File: config.mk
export PLATFORM = sky130hd
export DESIGN_NAME = imem_loader
export DESIGN_NICKNAME = d
export VERILOG_FILES = /design/src/rtl/imem_loader.sv
export SDC_FILE = /design/constraint.sdc
export NUM_CORES = 1
export LEC_CHECK = 0
export ABC_AREA = 1
export CELL_PAD_IN_SITES_DETAIL_PLACEMENT = 0
export CELL_PAD_IN_SITES_GLOBAL_PLACEMENT = 2
export CORE_MARGIN = 10
export CORE_UTILIZATION = 33
export DETAILED_ROUTE_END_ITERATION = 7
export PLACE_DENSITY = 0.89
export SLEW_MARGIN = 30
export SYNTH_ARGS = -nofsm -noshare
export SYNTH_HDL_FRONTEND = slang
export SYNTH_SLANG_ARGS = --single-unit
export TNS_END_PERCENT = 50
File: constraint.sdc
create_clock -name clk -period 2.75 [get_ports clk]
set_input_delay 0.275 -clock clk [delete_from_list [all_inputs] [get_ports clk]]
set_output_delay 0.275 -clock clk [all_outputs]
set_load 0.05 [all_outputs]
File: src/rtl/imem_loader.sv
// imem_loader: boot-time instruction memory writer.
//
// Receives a byte stream over a valid/ready handshake. The first two bytes form a
// little-endian length header (in words). The following bytes are assembled into
// little-endian 32-bit words, each written once at consecutive word addresses from 0.
// The core is held in reset (cpu_rst low) until the whole image has been written.
//
// Ports:
//   clk       system clock, all state on rising edge
//   rst       asynchronous active-low reset
//   start     begin a load; only honoured when idle, done or in error
//   rx_data   incoming byte
//   rx_valid  rx_data valid this cycle
//   rx_ready  loader accepts a byte this cycle
//   we        one-cycle instruction-memory write strobe
//   wa        write byte address (word index << 2)
//   wd        write data word
//   cpu_rst   active-low core reset, released once the image is complete
//   busy      load in progress
//   done      image written successfully
//   err       bad length header (zero or larger than DEPTH)
module imem_loader #(
  parameter int unsigned DEPTH = 1024,
  parameter int unsigned LEN_W = 16
) (
  input  logic        clk,
  input  logic        rst,
  input  logic        start,
  input  logic [7:0]  rx_data,
  input  logic        rx_valid,
  output logic        rx_ready,
  output logic        we,
  output logic [31:0] wa,
  output logic [31:0] wd,
  output logic        cpu_rst,
  output logic        busy,
  output logic        done,
  output logic        err
);

  localparam int unsigned IdxW = $clog2(DEPTH + 1);

  typedef enum logic [2:0] {
    StIdle,
    StLen0,
    StLen1,
    StData,
    StWr,
    StDone,
    StErr
  } state_e;

  state_e            state_q, state_d;
  logic [LEN_W-1:0]  len_q, len_d;
  logic [IdxW-1:0]   idx_q, idx_d;
  logic [1:0]        cnt_q, cnt_d;
  logic [31:0]       word_q, word_d;
  logic [31:0]       wa_q, wa_d;
  logic [31:0]       wd_q, wd_d;

  logic              accept;
  logic [LEN_W-1:0]  len_hdr;
  logic [31:0]       word_next;
  logic              last_word;

  assign rx_ready = (state_q == StLen0) || (state_q == StLen1) || (state_q == StData);
  assign accept   = rx_valid && rx_ready;

  // Full header as it stands once the high byte arrives.
  assign len_hdr   = LEN_W'({rx_data, len_q[7:0]});
  // Bytes shift in from the top so byte k ends up at bits [8k+7:8k] after four.
  assign word_next = {rx_data, word_q[31:8]};
  assign last_word = (LEN_W'(idx_q) + LEN_W'(1)) == len_q;

  always_comb begin
    state_d = state_q;
    len_d   = len_q;
    idx_d   = idx_q;
    cnt_d   = cnt_q;
    word_d  = word_q;
    wa_d    = wa_q;
    wd_d    = wd_q;
    unique case (state_q)
      StIdle: begin
        if (start) state_d = StLen0;
      end
      StLen0: begin
        if (accept) begin
          len_d   = LEN_W'(rx_data);
          state_d = StLen1;
        end
      end
      StLen1: begin
        if (accept) begin
          len_d = len_hdr;
          if ((len_hdr == '0) || (32'(len_hdr) > DEPTH)) begin
            state_d = StErr;
          end else begin
            idx_d   = '0;
            cnt_d   = '0;
            state_d = StData;
          end
        end
      end
      StData: begin
        if (accept) begin
          word_d = word_next;
          cnt_d  = cnt_q + 2'd1;
          if (cnt_q == 2'd3) begin
            // Latch the write beat now so wa/wd are stable for the whole WR cycle
            // and hold afterwards.
            wa_d    = 32'({idx_q, 2'b00});
            wd_d    = word_next;
            state_d = StWr;
          end
        end
      end
      StWr: begin
        if (last_word) begin
          state_d = StDone;
        end else begin
          idx_d   = idx_q + IdxW'(1);
          state_d = StData;
        end
      end
      StDone, StErr: begin
        if (start) state_d = StLen0;
      end
      default: state_d = StIdle;
    endcase
  end

  always_ff @(posedge clk or negedge rst) begin
    if (!rst) begin
      state_q <= StIdle;
      len_q   <= '0;
      idx_q   <= '0;
      cnt_q   <= '0;
      word_q  <= '0;
      wa_q    <= '0;
      wd_q    <= '0;
    end else begin
      state_q <= state_d;
      len_q   <= len_d;
      idx_q   <= idx_d;
      cnt_q   <= cnt_d;
      word_q  <= word_d;
      wa_q    <= wa_d;
      wd_q    <= wd_d;
    end
  end

  assign we      = (state_q == StWr);
  assign wa      = wa_q;
  assign wd      = wd_q;
  assign done    = (state_q == StDone);
  assign cpu_rst = (state_q == StDone);
  assign err     = (state_q == StErr);
  assign busy    = (state_q == StLen0) || (state_q == StLen1) ||
                   (state_q == StData) || (state_q == StWr);

endmodule

* After elaboration in Yosys (flattened, before gate mapping)
Cells that the tools add are included.
** Word-level totals
- Register bits after elaboration :: 107
- Latch bits :: 0
- RAM bits :: 0
- Memory bits (read-only) :: 0
- Input bits :: 12
- Output and inout port bits :: 70
- Logic and storage cells :: 65
- Memories kept :: 0
** Operators by class
- Add/sub/neg operators :: 3
- $mul :: 0
- Divide/modulo/power cells :: 0
- $lt $le $gt $ge :: 1
- Equality and inequality tests :: 15
- Shift-type cells :: 0
- Mux-type cells :: 19
- Bitwise operators :: 1
- Reduce and logical (&&, ||, !) cells :: 18
** Operators by type and width (count)
- $mux W11 :: 3
- $mux W16 :: 2
- $pmux W16 S2 :: 1
- $pmux W11 S2 :: 1
- $mux W3 :: 7
- $eq A12 B16 Y1 :: 1
- $gt A16 B11 Y1 const B :: 1
- $logic_not A16 Y1 :: 1
- $pmux W3 S5 :: 1
- $add A11 B1 Y12 const B :: 1
- $add A11 B1 Y11 const B :: 1
- $ne A2 B2 Y1 const B :: 5
- $eq A3 B3 Y1 const B :: 3
- $reduce_and A3 Y1 :: 3
- $reduce_and A4 Y1 :: 2
- $eq A3 B2 Y1 const B :: 2
- $mux W2 :: 3
- $reduce_bool A2 Y1 :: 3
- $reduce_and A5 Y1 :: 1
- $logic_or A1 B1 Y1 :: 4
- $ne A2 B1 Y1 const B :: 2
- $pmux W2 S2 :: 1
- $eq A3 B1 Y1 const B :: 1
- $logic_not A3 Y1 :: 1
- other kinds (6) :: 6

* Depth between registers and ports, before layout
- Depth in word-level cells :: 6
- Depth in mapped cells :: 16
- Mapped depth without buffers :: 16

* Worst setup path after synthesis
No wires, ideal clock.
- Kind :: register to register
- From :: reg state_q[1]
- To :: reg state_q[2]
- Library setup time :: 0.065 ns
- Data arrival time :: 2.045 ns
- Required time :: 2.685 ns
- Setup slack :: 0.640 ns
- Cell stages (with the launch flop) :: 11
- Buffers on the path :: 0
- Period minus slack after synthesis :: 2.110 ns
- Cell sequence :: dfrtp_1 > nor2_1 > nor2_1 > inv_1 > o21ai_0 > nor2_1 > nor3_1 > inv_1 > a31oi_1 > nand2_1 > nand2_1
** Between the ends
- Word-level cells in the longest chain between the ends :: 6
- Elaborated cells between the ends (all ways) :: 18
- Those cells by class :: 11 x eq/ne; 1 x mux; 6 x reduce/logical
** RTL lines
- start: declaration :: RTL line 53 : state_e state_q, state_d;
- start signal: assignment :: RTL line 135 : state_q <= StIdle;
- start signal: assignment :: RTL line 143 : state_q <= state_d;
- $eq A3 B1 Y1 / $eq A3 B2 Y1 (equally long branches) :: RTL line 66 : assign rx_ready = (state_q == StLen0) || (state_q == StLen1) || (state_q == StData);
- $logic_or A1 B1 Y1 :: RTL line 66
- $logic_or A1 B1 Y1 * :: RTL line 66
- via rx_ready :: RTL line 31 : output logic rx_ready,
- $logic_and A1 B1 Y1 * :: RTL line 67 : assign accept = rx_valid && rx_ready;
- $ne A2 B2 Y1 (no line)
- $reduce_and A5 Y1 (no line) *
Mark *: on every way through the listed nets, which the timed path passes. The rest lies on a longest branch.
A chain may end at the register's enable or synchronous reset.

* Worst setup path after layout
- From :: reg state_q[1]
- To :: out we
** Between the ends
- Word-level cells in the longest chain between the ends :: 1
** RTL lines
- $eq A3 B3 Y1 :: RTL line 153 : assign we = (state_q == StWr);
- end: declaration :: RTL line 32 : output logic we,
Every way passes these cells.

==> flow_metrics.tcl <==
set metrics [dict create \
    worstMarginPinSlew_ns 0.567 \
    met2_usage 0.192 \
    async_flop_share 1.00 \
    postRouteAntennaNets 0 \
    diodes 0 \
    dr.pass1.iters 5 \
    fmax_mhz 415 \
    post_cts.repair.setup_buffers 0 \
    area_growth_pct 22.4 \
    cts_root_buffer "clkbuf_16" \
    startpoint_type "flip-flop" \
    slew_headroom 0.621 \
    post-route-min-period_ns 2.41 \
    crit_arrival_ns 2.13 \
    finClkSkew_ns 0.00634 \
    synth_edf_count 0 \
    finalCritPeriodShare 0.876 \
    seqCellArea_um2 2480 \
    r2r-start "idx_q[0]" \
    met3_usage 0.0360 \
    yosysMostFrequentCell "nand2_1" \
    multi_input_comb_area_um2 1690 \
    grt_antenna_before_repair 0 \
    fin_nets 645 \
    synth_top_area_cell "dfrtp_1" \
    grt_busiest_layer "met2" \
    crit_path_end_kind "output port" \
    rows 43 \
    grt_overflow_total 0 \
    hold_buffers 0 \
    drv_cap 0 \
    die_area_um2 19100 \
    yosysSeqAreaShare 0.536 \
    design_area_um2 5660 \
    status "finished with violations" \
    place_area_um2 5370 \
    clkSlewWorstSetupHoldPaths_ns 0.07 \
    clk_path_buf_depth 2 \
    track_usage 0.125 \
    grt_pass1_wl_um 19900 \
    cp-endpoint "we" \
    ff2ff_setup_slack_ns 0.54 \
    place_hpwl_um 8650 \
    core-area_um2 13800 \
    cellLeakagePower_nw 2.71 \
    hold_violations 32 \
    cts_buffers 9 \
    synthTopCellsByArea "dfrtp_1 54%, nand2_1 14%, o21ai_0 9.0%" \
    final_cells 816 \
    powerDensity_nw_per_um2 1120 \
    vias_per_cell 4.56 \
    wl_per_cell_um 14.2 \
    synthCells 572 \
    finalSetupTns_ns 0 \
    hold_class "in -> async" \
    synth_ff_type "dfrtp_1" \
    drive_gt1_frac 0.0597 \
    violations "negative hold slack" \
    rsz0062_at_grt "no" \
    drtIter0Drc 316 \
    synth_area_per_cell_um2 8.08 \
    dp_cells 800 \
    fillers 1394 \
    reg2reg_depth 11 \
    start_util 0.334 \
    wl_um 11600 \
    hold_ws_ns -0.0249 \
    vias 3718 \
    netlist_area_um2 4620 \
    met1_usage 0.163 \
    ys_types 25 \
    cts_tree "done" \
    drc 0 \
    crit_required_ns 2.48 \
    worstReg2RegEnd "idx_q[9]" \
    die_x_um 138 \
    crit_start "state_q[1]" \
    ys_warn_count 0 \
    post_cts_resize_count 0 \
    peakVddDrop_mv 0.660 \
    clk_latency_ns 0.35 \
    grt_pass1_vias 3796 \
    ys_ff_latch 99 \
    synth_top_area_share 0.536 \
    yosys-top-cells-count "173 x nand2_1, 99 x dfrtp_1, 83 x o21ai_0" \
    die-height_um 138 \
    num_io_pins 82 \
    grt_max_degree 100 \
    place_congestion 0.812 \
    crit_path_max_fanout 6 \
    slew_violations 0 \
    htree_levels 3 \
    timing_worst_setup_path_type "reg -> out" \
    cts.sinks 99 \
    setup_violations 0 \
    port_buffers 60 \
]
-- cell usage in the layout (no fill, tap or decap), types with 2 or more instances in the layout --
master,n
nand3_1,32
clkdlybuf4s50_1,59
o22ai_1,6
o21ai_0,83
clkinv_2,2
nor2_4,3
inv_1,81
nor2_2,3
ha_1,2
conb_1,21
nand4_1,12
nand2_1,172
nand3_2,3
nor2_1,24
buf_12,2
nor4_1,2
nand2_2,3
inv_6,2
buf_4,6
clkbuf_16,9
dfrtp_1,99
-- power by group --
group          switching [mW]  internal [mW]  total, mW
clock                   0.581          0.650       1.23
combinational            1.90          0.843       2.74
sequential              0.359           2.02       2.37
total                    2.84           3.51       6.35
-- how the worst min path moves through the flow --
stage | endpoint | slack (ns) | cells past startpoint
4_1_cts | wd[14] | 0.003 | 2
3_3_place_gp | wd[6] | 0.38 | 2
6_report | wd[22] | -0.02 | 2
2_1_floorplan | cnt_q[0] | -0.02 | 0
3_5_place_dp | wd[22] | 0.39 | 2
5_1_grt | wd[14] | 0.02 | 2
-- final cells by class --
class,count,share of cell area
sequential,99,0.438
multi-input combinational,372,0.298
timing repair buffer,67,0.119
inverter,82,0.0544
clock buffer,10,0.0422
tap,180,0.0398
clock inverter,6,0.00840
-- through the flow --
stage | total power, mW | hold WS [ns] | worst slack (ns) | utilization
2_1_floorplan | 4.26 | -0.0206 | 0.640 | -
3_3_place_gp | 5.15 | 0.381 | 0.551 | 0.388
3_5_place_dp | 5.18 | 0.385 | 0.535 | 0.388
4_1_cts | 6.44 | 0.00296 | 0.311 | 0.409
5_1_grt | 6.86 | 0.0247 | 0.207 | 0.409
6_report | 6.35 | -0.0249 | 0.342 | 0.409
-- cells by family after synthesis --
group                    after synthesis  share of synthesized area
multiplexers                           1                    0.00244
adder cells (fa/ha/maj)                2                    0.00541
AO/OA/AOI/OAI                         91                      0.100
buffers and inverters                121                      0.118
XOR/XNOR                               1                    0.00190
other                                  1                   0.000811
flip-flops                            99                      0.536
AND/OR/NAND/NOR                      256                      0.235
-- sequential cells by signal, indices dropped and copies added (netlist names) --
name / flops
len_q: 16
state_q: 3
word_q: 24
wd: 32
cnt_q: 2
wa: 11
idx_q: 11
-- routing by layer --
metal	share of wire	wire (µm)
met3	0.060	695
met2	0.45	5200
met1	0.48	5520
met5	0	0
met4	0.015	172
-- worst max-delay path, cell delays in order, from the launching register on --
cell	delay, ns
dfrtp_1	0.43
nor2_1	0.16
nand2_1	0.21
inv_1	0.16
clkdlybuf4s50_1	0.82
Note: power is estimated with default switching activity, not from simulation.
==> patch: new RTL, same settings <==
The parameter `DEPTH` goes from 1024 to 512.
--- a/src/rtl/imem_loader.sv
+++ b/src/rtl/imem_loader.sv
@@ -20,7 +20,7 @@
 //   done      image written successfully
 //   err       bad length header (zero or larger than DEPTH)
 module imem_loader #(
-  parameter int unsigned DEPTH = 1024,
+  parameter int unsigned DEPTH = 512,
   parameter int unsigned LEN_W = 16
 ) (
   input  logic        clk,
Formal check against the unedited RTL: not equivalent (Yosys sat finds a counterexample within 4 cycles, from zero or initial values and one cycle with rst low).
==> patch against the unedited design <==
Worst setup slack gained 0.023 ns; design area shrank 1.9%; area after synthesis shrank 1.8%; sequential power shrank 2%; final cell count shrank 4.7%; sequential cell count shrank 2; wire length shrank 5.0%; total power shrank 1.9%.
==> patch: results (changes against the unedited design) <==
[sta]
whs_ns=0.4733  ; +0.4982 ns
slew_headroom_pct=60.47  ; -1.6 points
skew_ns=0.007930  ; +0.001590 ns
timing.fmax_mhz=419.4  ; +0.98%

[critical_path]
slowest_stage=clkdlybuf4s50_1
critPathArrivalTime_ns=2.11  ; -0.02 ns
path_max_fanout=6  ; unchanged
ff2ff_setup_slack_ns=0.67  ; +0.13 ns
rr_worst_depth=13  ; +2

[place]
gp_congestion=0.8120  ; about the same
place_worst_setup_slack_ns=0.5892  ; +0.05383 ns
dp_cells=761  ; -4.9%
hpwl_mm=8.221  ; -4.9%
numPortBuffers=59  ; -1.7%
placed_area_um2=5263  ; -2.0%

[clock_network]
worstSkewPairLatency_ns=0.35  ; about the same
cts_resized=0  ; unchanged
cts.root.buffer_cell=clkbuf_16
clk_path_buf_depth=2  ; unchanged

[global_routing]
grt_max_degree=54  ; -46%
grt_first_pass_wirelength_mm=18.07  ; -9.1%
grtUsageTotal_pct=12.15  ; -0.30 points
grt_pass1_vias=3498  ; -7.9%

[cells_and_area]
largest_reg_flops=32  ; unchanged
instances_no_fill=778  ; -4.7%
nets=611  ; -5.3%
drive_above_1_share_pct=8.140  ; +2.2 points

[power]
power.leakage_nw=2.581  ; -4.9%
ir_drop_v=0.0006810  ; +3.2%

[routing]
dr.pass1.iters=4  ; -1
vias=3560  ; -4.2%
wl_per_cell_um=14.15  ; -0.34%
dr.first_iter.drc_count=188  ; -41%

[logic_synthesis]
synth_common_cells=154 x nand2_1, 97 x dfrtp_1, 77 x o21ai_0
synthTopCellsByArea=dfrtp_1 53%, nand2_1 13%, o21ai_0 8.5%
synth.distinct_cells=29  ; +16%
yosysWarnings=0  ; unchanged
synthCells=538  ; -5.9%
ys_seq_area_share_pct=53.46  ; -0.14 points

[outcome]
status=finished, final reports clean

-- patch: cell count changes after synthesis, sizes merged --
cell    delta
a21oi      +1
a31oi      -1
xor2       -1
buf        +4
nor4       -1
nand2     -14
o21bai     +1
nand3      -6
dfrtp      -2
inv       -17
nor2       +4
nand4      +1
clkbuf     -3
-- patch: kinds of logic after synthesis --
logic type	share of synthesized area (%)
simple gates	24.39
fa+ha+maj	0.5510
flops	53.46
mux	0.2480
other cells	0.08259
compound gates	10.61
buf+inv	10.66
-- patch: per-layer routing --
metal  up-vias  GRT usage [%]  share of wire (%)
li1       1793              -                  -
met3        13          2.622                4.5
met5         -              0                  0
met1      1688          16.21                 47
met2        66          18.61                 47
met4         0          5.211                1.7
-- patch: worst paths after layout --
| kind | from | to |
|---|---|---|
| min reg2reg | word_q[19] | word_q[11] |
| max reg2reg | idx_q[0] | state_q[1] |
| max in group asynchronous | rst | wa[5] |
| max | state_q[1] | we |
| min in group clk | word_q[19] | word_q[11] |
| min | rst | wd[14] |
-- patch: final cells by class --
cell class              instances  area [um2]
flip-flops and latches         97        2427
clock inverters                 6       50.05
repair buffers                 67       663.1
fillers                      1358        7796
clock buffers                  10       229.0
well taps                     176       220.2
inverters                      65       244.0
multi-input cells             357        1718
-- patch: worst register-to-register path: stages (launching register included) --
cell and delay [ns]:
dfrtp_1 0.44, ha_1 0.25, nand2_2 0.17, nand2_1 0.13
nand2_1 0.08, nand2_1 0.04, nor2_1 0.19, nand4_4 0.11
nor2_4 0.15, nand3_4 0.16, nand2_1 0.10, nand2_1 0.05
nand2_1 0.06, nand2_1 0.05
-- patch: timing repair --
item,4_1_cts,5_1_grt
buffers inserted,0,0
hold buffers,1,0
hold endpoints to repair,44,0
-- patch: report_power, final --
group | leakage, nW | switching, mW | total (mW) | internal [mW]
Clock | 0.135 | 0.558 | 1.18 | 0.625
Combinational | 1.17 | 1.87 | 2.71 | 0.841
Sequential | 1.27 | 0.371 | 2.33 | 1.96
Total | 2.58 | 2.80 | 6.23 | 3.43
